==> src/rtl/ctrl_prog_pkg.sv <==
// ctrl_prog_pkg: instruction width/beat derivations, instruction field offsets and loader states
package ctrl_prog_pkg;
  typedef enum logic [1:0] {IDLE, LOAD, RUN} state_t;
  function automatic int instr_width(int v, int r, int d);
    return 2 + v + 2 * r + 3 * d;
  endfunction
  function automatic int beats_for(int iw, int lw);
    return (iw + lw - 1) / lw;
  endfunction
  localparam int INSTR_WIDTH = instr_width(3, 4, 6);
  localparam int BEATS = beats_for(INSTR_WIDTH, 8);
  localparam int COEF_PTR_LSB = 0;
  localparam int DATA_LPTR_LSB = 6;
  localparam int DATA_UPTR_LSB = 12;
  localparam int ERROR_REG_LSB = 18;
  localparam int RESULT_REG_LSB = 22;
  localparam int VECTOR_ID_LSB = 26;
  localparam int UPSE_F_LSB = 29;
  localparam int LSTG_F_LSB = 30;
endpackage

==> src/rtl/ctrl_prog_asm.sv <==
// ctrl_prog_asm: beat counter and little-endian word assembler, extra parity beat under CTRL_PROG_PARITY_EN
module ctrl_prog_asm
  import ctrl_prog_pkg::*;
#(
  parameter int IW = 31,
  parameter int LW = 8
) (
  input  logic          clk,
  input  logic          rst,
  input  logic          clr,
  input  logic          beat,
  input  logic [LW-1:0] data,
  output logic          word_valid,
  output logic [IW-1:0] word,
  output logic          par_err,
  output logic          partial
);
  localparam int BEATS = beats_for(IW, LW);
`ifdef CTRL_PROG_PARITY_EN
  localparam int NB = BEATS + 1;
`else
  localparam int NB = BEATS;
`endif
  localparam int CW = $clog2(NB + 1);
  logic [CW-1:0] cnt;
  logic [BEATS*LW-1:0] acc, nxt;
  logic last;
  assign last = cnt == CW'(NB - 1);
  assign partial = cnt != '0;
  always_comb begin
    nxt = acc;
    if (int'(cnt) < BEATS) nxt[int'(cnt)*LW +: LW] = data;
  end
`ifdef CTRL_PROG_PARITY_EN
  logic par_ok;
  assign par_ok = (^acc[IW-1:0]) == data[0];
  assign word = acc[IW-1:0];
  assign word_valid = beat && last && par_ok;
  assign par_err = beat && last && !par_ok;
`else
  assign word = nxt[IW-1:0];
  assign word_valid = beat && last;
  assign par_err = 1'b0;
`endif
  always_ff @(posedge clk) begin
    if (rst || clr) cnt <= '0;
    else if (beat) cnt <= last ? '0 : cnt + 1'b1;
    if (beat) acc <= nxt;
  end
endmodule

==> src/rtl/ctrl_prog_mem.sv <==
// ctrl_prog_mem: in-system loadable program memory feeding instruction fetch (CTRL_PROG_PARITY_EN adds a parity beat per word)
module ctrl_prog_mem
  import ctrl_prog_pkg::*;
#(
  parameter int VEC_ID_WIDTH = 3,
  parameter int REGFILE_ADDR_WIDTH = 4,
  parameter int DATA_ADDR_WIDTH = 6,
  parameter int INSTR_ADDR_WIDTH = 5,
  parameter int LOAD_WIDTH = 8,
  localparam int INSTR_WIDTH = instr_width(VEC_ID_WIDTH, REGFILE_ADDR_WIDTH, DATA_ADDR_WIDTH)
) (
  input  logic                        clk,
  input  logic                        rst,
  input  logic                        prog,
  input  logic [LOAD_WIDTH-1:0]       ld_data,
  input  logic                        ld_valid,
  output logic                        ld_ready,
  input  logic                        fetch,
  input  logic [INSTR_ADDR_WIDTH-1:0] pc,
  output logic [INSTR_WIDTH-1:0]      instr_word,
  output logic                        instr_valid,
  output logic [INSTR_ADDR_WIDTH:0]   prog_len,
  output logic                        running,
  output logic                        load_err,
  output logic                        pc_oob
);
  localparam int AW = INSTR_ADDR_WIDTH;
  localparam int PROG_SIZE = 2 ** AW;
  state_t state, state_nxt;
  logic [AW:0] wp;
  logic [INSTR_WIDTH-1:0] mem [PROG_SIZE];
  logic [INSTR_WIDTH-1:0] word;
  logic beat, word_valid, par_err, partial, enter, leave, rd, oob;
  assign ld_ready = state == LOAD && prog && !wp[AW];
  assign beat = ld_valid && ld_ready;
  assign running = state == RUN;
  assign enter = state != LOAD && prog;
  assign leave = state == LOAD && !prog;
  assign rd = running && !prog && fetch;
  assign oob = {1'b0, pc} >= prog_len;
  always_comb begin
    state_nxt = state;
    state_nxt = enter ? LOAD : leave ? (wp != '0 ? RUN : IDLE) : state;
  end
  always_ff @(posedge clk) state <= rst ? IDLE : state_nxt;
  ctrl_prog_asm #(.IW(INSTR_WIDTH), .LW(LOAD_WIDTH)) u_asm (
    .clk(clk),
    .rst(rst),
    .clr(state != LOAD || !prog),
    .beat(beat),
    .data(ld_data),
    .word_valid(word_valid),
    .word(word),
    .par_err(par_err),
    .partial(partial)
  );
  always_ff @(posedge clk) if (word_valid) mem[wp[AW-1:0]] <= word;
  always_ff @(posedge clk) begin
    if (rst) begin
      wp <= '0;
      prog_len <= '0;
      instr_word <= '0;
      instr_valid <= 1'b0;
      load_err <= 1'b0;
      pc_oob <= 1'b0;
    end else begin
      instr_valid <= rd;
      if (enter) begin
        wp <= '0;
        load_err <= 1'b0;
        pc_oob <= 1'b0;
      end
      if (word_valid) wp <= wp + 1'b1;
      if (par_err || (leave && partial)) load_err <= 1'b1;
      if (leave) prog_len <= wp;
      if (rd) begin
        instr_word <= oob ? '0 : mem[pc];
        if (oob) pc_oob <= 1'b1;
      end
    end
  end
endmodule

==> config.mk <==
export PLATFORM = sky130hd
export DESIGN_NAME = ctrl_prog_mem
export DESIGN_NICKNAME = d
export VERILOG_FILES = /design/src/rtl/ctrl_prog_pkg.sv /design/src/rtl/ctrl_prog_asm.sv /design/src/rtl/ctrl_prog_mem.sv
export SDC_FILE = /design/constraint.sdc
export NUM_CORES = 1
export LEC_CHECK = 0
export CORE_AREA = 2 2 279 281
export CTS_CLUSTER_DIAMETER = 120
export DETAILED_ROUTE_END_ITERATION = 10
export DIE_AREA = 0 0 281 283
export GPL_ROUTABILITY_DRIVEN = 0
export PLACE_DENSITY = 0.71
export SKIP_CTS_REPAIR_TIMING = 1
export SLEW_MARGIN = 20
export SYNTH_ARGS = -nofsm -noshare
export SYNTH_HDL_FRONTEND = slang
export SYNTH_HIERARCHICAL = 1
export SYNTH_SLANG_ARGS = --single-unit
==> constraint.sdc <==
create_clock -name clk -period 5.6 [get_ports clk]
set_input_delay 0.56 -clock clk [delete_from_list [all_inputs] [get_ports clk]]
set_output_delay 0.56 -clock clk [all_outputs]
set_load 0.01 [all_outputs]
==> results.txt, run 1 <==
post-synthesis compound-gate area fraction: 4.99%
initial antenna violation count: 2
min cycle time layout: 3870 ps
initial core utilization: 54.6%
Yosys reg bits: 1074
number of buffers and inverters on the critical path: 2
Crit Path Max Fanout: 31
Sinks on Clock Net: 1074
worst min-delay path category: reg -> reg
CP Launch Type: register
gate count of the mapped netlist: 2214
Longest Clk Path Bufs: 3
detailed-placement wirelength estimate: 60700 um
Post-synth EDFFs: 1023
maximum VDD drop: 246 uV
combined global-route utilization of all metal layers: 25.7%
average cell area after synthesis: 18.9 um2
RSZ-0062 raised after global routing: false
TritonCTS Buffers: 103
cell class contributing the biggest share of worst-path delay: simple AND/OR/NAND/NOR gates
arrival time at the worst endpoint: 4140 ps
number of pins with negative max-slew slack in the final report: 0
number of diodes: 0
fraction of the yosys area taken by sequential cells: 75.8%
sequence of cells on the critical path: nand2b_1 > inv_1 > ha_1 > inv_1 > nor2_1 > and2_2 > nand2_1 > nor2_1 > nand2_1 > nor2_4
layout overhead on the synthesized area: 12.6%
die extent in x: 281 um
prevailing post-synth register cell: edfxtp_1
synthesis warning total: 6
arithmetic-cell share of the synthesized area counting full adders, half adders and majority gates: 0.448%
final-layout setup total negative slack: 0 ps
y dimension of the die: 283 um
I/O pin cnt: 60
average wire length per cell after detail routing: 29.8 um
result of the run: completed
actual transition at the worst max-transition pin: 1080 ps
via count of the first global-routing pass: 21700
post-synthesis instance area: 41900 um2
CTS tree: yes
TritonRoute pass-1 iters: 6
number of filler cells placed in the layout: 5264
number of DRC markers in iteration 0: 3088
maximum clock skew at final layout: 25.3 ps
Syn Nets: 2247
Final #Nets: 2327
clock input transition at the sequential cells of the worst setup and hold paths: 60 ps
endpoints failing setup: 0
worst path required time: 5870 ps
standard cell with the maximum stage delay on the critical path: nor2_4
via/cell ratio: 6.40
total wirelength of the detailed-routed design: 102000 um
final cycle utilization of the critical path: 69.1%
clock root cell: clkbuf_16
number of levels in the clock H-tree: 3
endpoint type of the worst setup path: register
area of combinational cells with multiple inputs: 9580 um2
core area: 76700 um2
Static Leak: 14.5 nW
DIE AREA: 79500 um2
pwr/cell area: 348 nW/um2
simple-gate portion of the synthesized area: 3.13%
crit path kind: reg -> reg
remaining routing DRC violations: 0
count of buffers inserted at the top-level ports: 59
Sequential cell area: 31700 um2
final hold violations: 0
Core Util, Final: 61.5%
mux cell area share after synthesis: 13.6%
worst slew slack as a fraction of its limit: 27.6%
number of routed nets with antenna violations: 0
fraction of layout instances using a drive strength above 1: 16.9%
largest stage delay on the critical path: 1040 ps
max-cap violations: 0
xor and xnor area share after synthesis: 0%
global-route wire length before repair: 147000 um
max frequency: 0.258 GHz
dominant combinational cell family by area after synthesis: multiplexers
number of distinct library cell variants in the gate-level netlist after synthesis: 51
Post-synth ARST share: 0%
clock latency on the worst-skew pair: 680 ps
total via count in the routed design: 21900
maximum number of pins on one net before global-route repair: 103
grt total ovfl: 0
floorplan row count: 102
[placed cells by master (no fill, tap or decap), types with 4 or more instances in the layout]
master,count
edfxtp_1,1023
nor2_4,33
and3_1,30
or2_2,4
mux2_2,26
nor2_1,49
mux2i_1,260
nor3_1,8
a21o_1,9
nor2b_1,4
a21oi_1,65
o211ai_1,30
bufinv_16,13
o221ai_1,87
nand3_1,41
mux4_2,124
clkinv_2,22
ha_1,15
nand3b_1,4
buf_12,9
nand2_1,68
o2111ai_1,29
clkbuf_16,106
buf_4,37
dfxtp_1,51
and4_1,8
nand2b_1,6
clkbuf_1,19
o22ai_1,62
clkinv_1,24
clkdlybuf4s50_1,54
inv_1,14
[through the flow]
step | instances | hold slack (ps) | cell area (um2) | power, mW | worst slack, ps
after global routing | 3422 | 518 | 47100 | 16.8 | 1420
after global placement | 3227 | 479 | 43700 | 9.52 | 1310
after floorplan | 2214 | 444 | 41900 | 9.31 | 1200
after detailed placement | 3227 | 485 | 43700 | 9.53 | 1200
final | 3422 | 494 | 47100 | 16.4 | 1730
after CTS | 3420 | 494 | 47100 | 16.5 | 1720
[power by group]
group | internal, mW | total (mW) | switching [mW]
Sequential | 8.72 | 8.72 | 0.00234
Clock | 4.07 | 7.03 | 2.96
Combinational | 0.216 | 0.652 | 0.437
Total | 13.0 | 16.4 | 3.39
[worst reg2reg max path, cell delays in order (launching register included)]
cell and delay (ps):
dfxtp_1 330, nand2b_1 160, inv_1 80, ha_1 140, inv_1 70, nor2_1 130
and2_2 180, nand2_1 70, nor2_1 520, nand2_1 730, nor2_4 1050
[layer usage]
layer / share of wire, % / global-route usage, % / vias up
met5: 0.012 / 0 / -
met4: 2.6 / 7.79 / 2
met3: 11 / 7.86 / 161
met2: 46 / 38.3 / 1168
met1: 40 / 36.9 / 11300
li1: - / - / 9268
[layout make-up]
type,instances,area share [%]
clock buffer,126,5.81
clock inverter,67,1.42
inverter,18,0.146
multi-input combinational,992,20.3
sequential,1074,67.3
tap,1040,2.76
timing repair buffer,105,2.21
[sequential cells by signal, summed over array words and instances, names as in the netlist]
register	flops
wp	6
u_asm/cnt	3
state	2
pc_oob	1
load_err	1
instr_valid	1
instr_word	31
mem	992
prog_len	6
u_asm/acc	31
[cell usage after synthesis (7+ instances only)]
master / number / area, um2
mux2_2: 26 / 293
edfxtp_1: 1023 / 30700
ha_1: 15 / 188
and3_1: 30 / 188
buf_6: 18 / 203
nor3_1: 8 / 40.0
buf_2: 26 / 130
o22ai_1: 62 / 388
nand2b_1: 7 / 43.8
mux2i_1: 260 / 2600
nand3_1: 41 / 205
o221ai_1: 87 / 762
o211ai_1: 30 / 225
clkbuf_1: 53 / 199
o2111ai_1: 29 / 254
a21o_1: 9 / 67.6
buf_1: 7 / 26.3
inv_1: 15 / 56.3
a21oi_1: 65 / 325
nor2_1: 82 / 308
nand2_1: 69 / 259
and4_1: 8 / 70.1
mux4_2: 124 / 2790
buf_4: 26 / 195
dfxtp_1: 51 / 1020
[logic make-up (layout without fill, tap and decap cells)]
| family | count (synthesis) | in the layout |
|---|---|---|
| DFF | 1074 | 1074 |
| muxes | 412 | 412 |
| AOI/OAI and AO/OA | 292 | 292 |
| and+or+nand+nor | 272 | 272 |
| buffers and inverters | 148 | 316 |
| adders and majority gates | 15 | 15 |
| other | 1 | 1 |
[final timing paths]
check,end,slack (ps),startpoint,depth (start not counted)
worst min register to register,instr_word[28]$_SDFFE_PP0P_,490,instr_word[28]$_SDFFE_PP0P_,2
worst min-delay path,instr_word[28]$_SDFFE_PP0P_,490,instr_word[28]$_SDFFE_PP0P_,2
worst max-delay path,mem[20][0]$_DFFE_PP_,1730,state[1]$_SDFFE_PP0N_,10
worst max register to register,mem[20][0]$_DFFE_PP_,1730,state[1]$_SDFFE_PP0N_,10
Note: power is estimated with default switching activity, not from simulation.
==> run 2, diff against run 1 <==
--- a/config.mk
+++ b/config.mk
@@ -10,7 +10,7 @@
 export DETAILED_ROUTE_END_ITERATION = 10
 export DIE_AREA = 0 0 281 283
 export GPL_ROUTABILITY_DRIVEN = 0
-export PLACE_DENSITY = 0.71
+export PLACE_DENSITY = 0.74
 export SKIP_CTS_REPAIR_TIMING = 1
 export SLEW_MARGIN = 20
 export SYNTH_ARGS = -nofsm -noshare
==> constraint.sdc (replaced) <==
create_clock -name clk -period 3.4 [get_ports clk]
set_input_delay 0.34 -clock clk [delete_from_list [all_inputs] [get_ports clk]]
set_output_delay 0.34 -clock clk [all_outputs]
set_load 0.01 [all_outputs]
==> results.txt, run 2 (synthesis results as in run 1) <==
clock root cell: clkbuf_16
endpoints failing setup: 0 (unchanged)
cell class contributing the biggest share of worst-path delay: multiplexers
worst path required time: 3750 ps (-2120 ps)
floorplan row count: 102 (unchanged)
maximum number of pins on one net before global-route repair: 78 (-24%)
die extent in x: 281 um (unchanged)
Static Leak: 14.9 nW (+2.4%)
Sinks on Clock Net: 1074 (unchanged)
max frequency: 0.332 GHz (+28%)
core area: 76700 um2 (unchanged)
RSZ-0062 raised after global routing: false
most common cell after layout, fill and taps aside: edfxtp_1
fraction of layout instances using a drive strength above 1: 18.9% (+2.0 points)
cell repeated most along the worst path: ha_1
grt total ovfl: 0 (unchanged)
initial antenna violation count: 3 (+1)
total power draw: 26.6 mW (+62%)
maximum VDD drop: 362 uV (+47%)
average wire length per cell after detail routing: 30.6 um (+2.7%)
minimum setup slack after placement: 419 ps (-778 ps)
number of buffers and inverters on the critical path: 1 (-1)
Largest register FFs: 992 (unchanged)
number of pins with negative max-slew slack in the final report: 0 (unchanged)
remaining routing DRC violations: 0 (unchanged)
clock input transition at the sequential cells of the worst setup and hold paths: 60 ps (about the same)
y dimension of the die: 283 um (unchanged)
combined global-route utilization of all metal layers: 26.9% (+1.2 points)
post-route cell area: 47800 um2 (+1.4%)
clock latency on the worst-skew pair: 660 ps (-20 ps)
initial core utilization: 54.6% (unchanged)
via count of the first global-routing pass: 21700 (-0.028%)
r2r setup slk: 390 ps (-1340 ps)
Crit Path Max Fanout: 33 (+6.5%)
Core Util, Final: 62.3% (+0.84 points)
Net Sw Power: 5.53 mW (+63%)
TritonCTS Buffers: 101 (-1.9%)
DIE AREA: 79500 um2 (unchanged)
pwr/cell area: 556 nW/um2 (+60%)
max-cap violations: 0 (unchanged)
standard cell with the maximum stage delay on the critical path: mux2_2
internal power: 21.1 mW (+62%)
final hold violations: 0 (unchanged)
count of buffers inserted at the top-level ports: 59 (unchanged)
highest-count cells in the layout ignoring fill and taps: 1023 x edfxtp_1, 260 x mux2i_1, 124 x mux4_2
final standard cell count with taps included and fillers excluded: 3479 (+1.7%)
sequence of cells on the critical path: inv_1 > ha_1 > ha_1 > nor4b_2 > nand3_2 > mux2_2
actual transition at the worst max-transition pin: 1010 ps (-77.0 ps)
smallest setup slack after layout: 385 ps (-1340 ps)
endpoint type of the worst setup path: register
relative contribution of combinational cells to total power: 4.3% (+0.3 points)
result of the run: completed
TritonRoute pass-1 iters: 7 (+1)
number of DRC markers in iteration 0: 3329 (+7.8%)
global-route wire length before repair: 154000 um (+4.2%)
I/O pin cnt: 60 (unchanged)
layout overhead on the synthesized area: 14.1%
post-detailed-placement cell area: 44500 um2 (+1.9%)
CTS tree: yes
number of cells after detailed placement: 3292 (+2.0%)
switching fraction of total power: 20.8% (+0.10 points)
CP Launch Type: register
Final #Nets: 2388 (+2.6%)
total via count in the routed design: 22700 (+3.8%)
largest stage delay on the critical path: 820 ps (-220 ps)
detailed-placement wirelength estimate: 66300 um (+9.3%)
worst hold slack across all endpoints: 279 ps (-215 ps)
number of diodes: 0 (unchanged)
relative contribution of sequential cells to total power: 54.0% (+0.8 points)
worst slew slack as a fraction of its limit: 32.9% (+5.3 points)
worst min-delay path category: in -> reg
maximum clock skew at final layout: 23.3 ps (-1.99 ps)
number of routed nets with antenna violations: 0 (unchanged)
final cycle utilization of the critical path: 88.7% (+20 points)
clock network fraction of total power: 41.7% (-1.2 points)
number of levels in the clock H-tree: 3 (unchanged)
min cycle time layout: 3010 ps (-857 ps)
arrival time at the worst endpoint: 3360 ps (-780 ps)
Longest Clk Path Bufs: 3 (unchanged)
final-layout setup total negative slack: 0 ps (unchanged)
via/cell ratio: 6.54 (+2.1%)
total wirelength of the detailed-routed design: 107000 um (+4.4%)
crit path kind: reg -> reg
-- run 2: cell count changes in the layout (fill, tap and decap cells not counted), sizes merged --
cell    previous run  this run
buf               51       114
clkbuf           126       122
bufinv            13        10
clkinv            49        51
inv               20        19
-- run 2: per-layer routing --
layer | vias to the layer above | wire length, um | track usage, %
met3 | 189 | 12900 | 6.00
li1 | 9385 | - | -
met2 | 1583 | 48200 | 39.7
met5 | - | 38 | 0
met4 | 6 | 3070 | 8.25
met1 | 11600 | 42400 | 40.6
-- run 2: area by class of cell --
class | count | area [um2]
clock buffer | 122 | 2650
clock inverter | 65 | 596
fill | 5146 | 28900
inverter | 18 | 68.8
multi-input combinational | 992 | 9580
sequential | 1074 | 31700
tap | 1040 | 1300
timing repair buffer | 168 | 1850
-- run 2: power groups by stage --
stage               clock network (mW)  registers (mW)  logic [mW]
floorplan                            0            14.6       0.698
global placement                     0            14.6        1.09
detailed placement                   0            14.6        1.11
CTS                               11.2            14.4        1.12
global route                      11.7            14.3        1.18
finish                            11.1            14.4        1.14
-- run 2: worst paths after layout --
kind,from,to,depth (start not counted)
max,u_asm/cnt[0]$_SDFFE_PP0P_,mem[7][1]$_DFFE_PP_,6
min,pc[4],pc_oob$_SDFF_PP0_,6
max reg2reg,u_asm/cnt[0]$_SDFFE_PP0P_,mem[7][1]$_DFFE_PP_,6
min reg2reg,instr_word[28]$_SDFFE_PP0P_,instr_word[28]$_SDFFE_PP0P_,2
-- run 2: worst register-to-register path: stages (launching register included) --
cell     delay (ps)
dfxtp_1         470
inv_1           220
ha_1            250
ha_1            320
nor4b_2         330
nand3_2         280
mux2_2          820
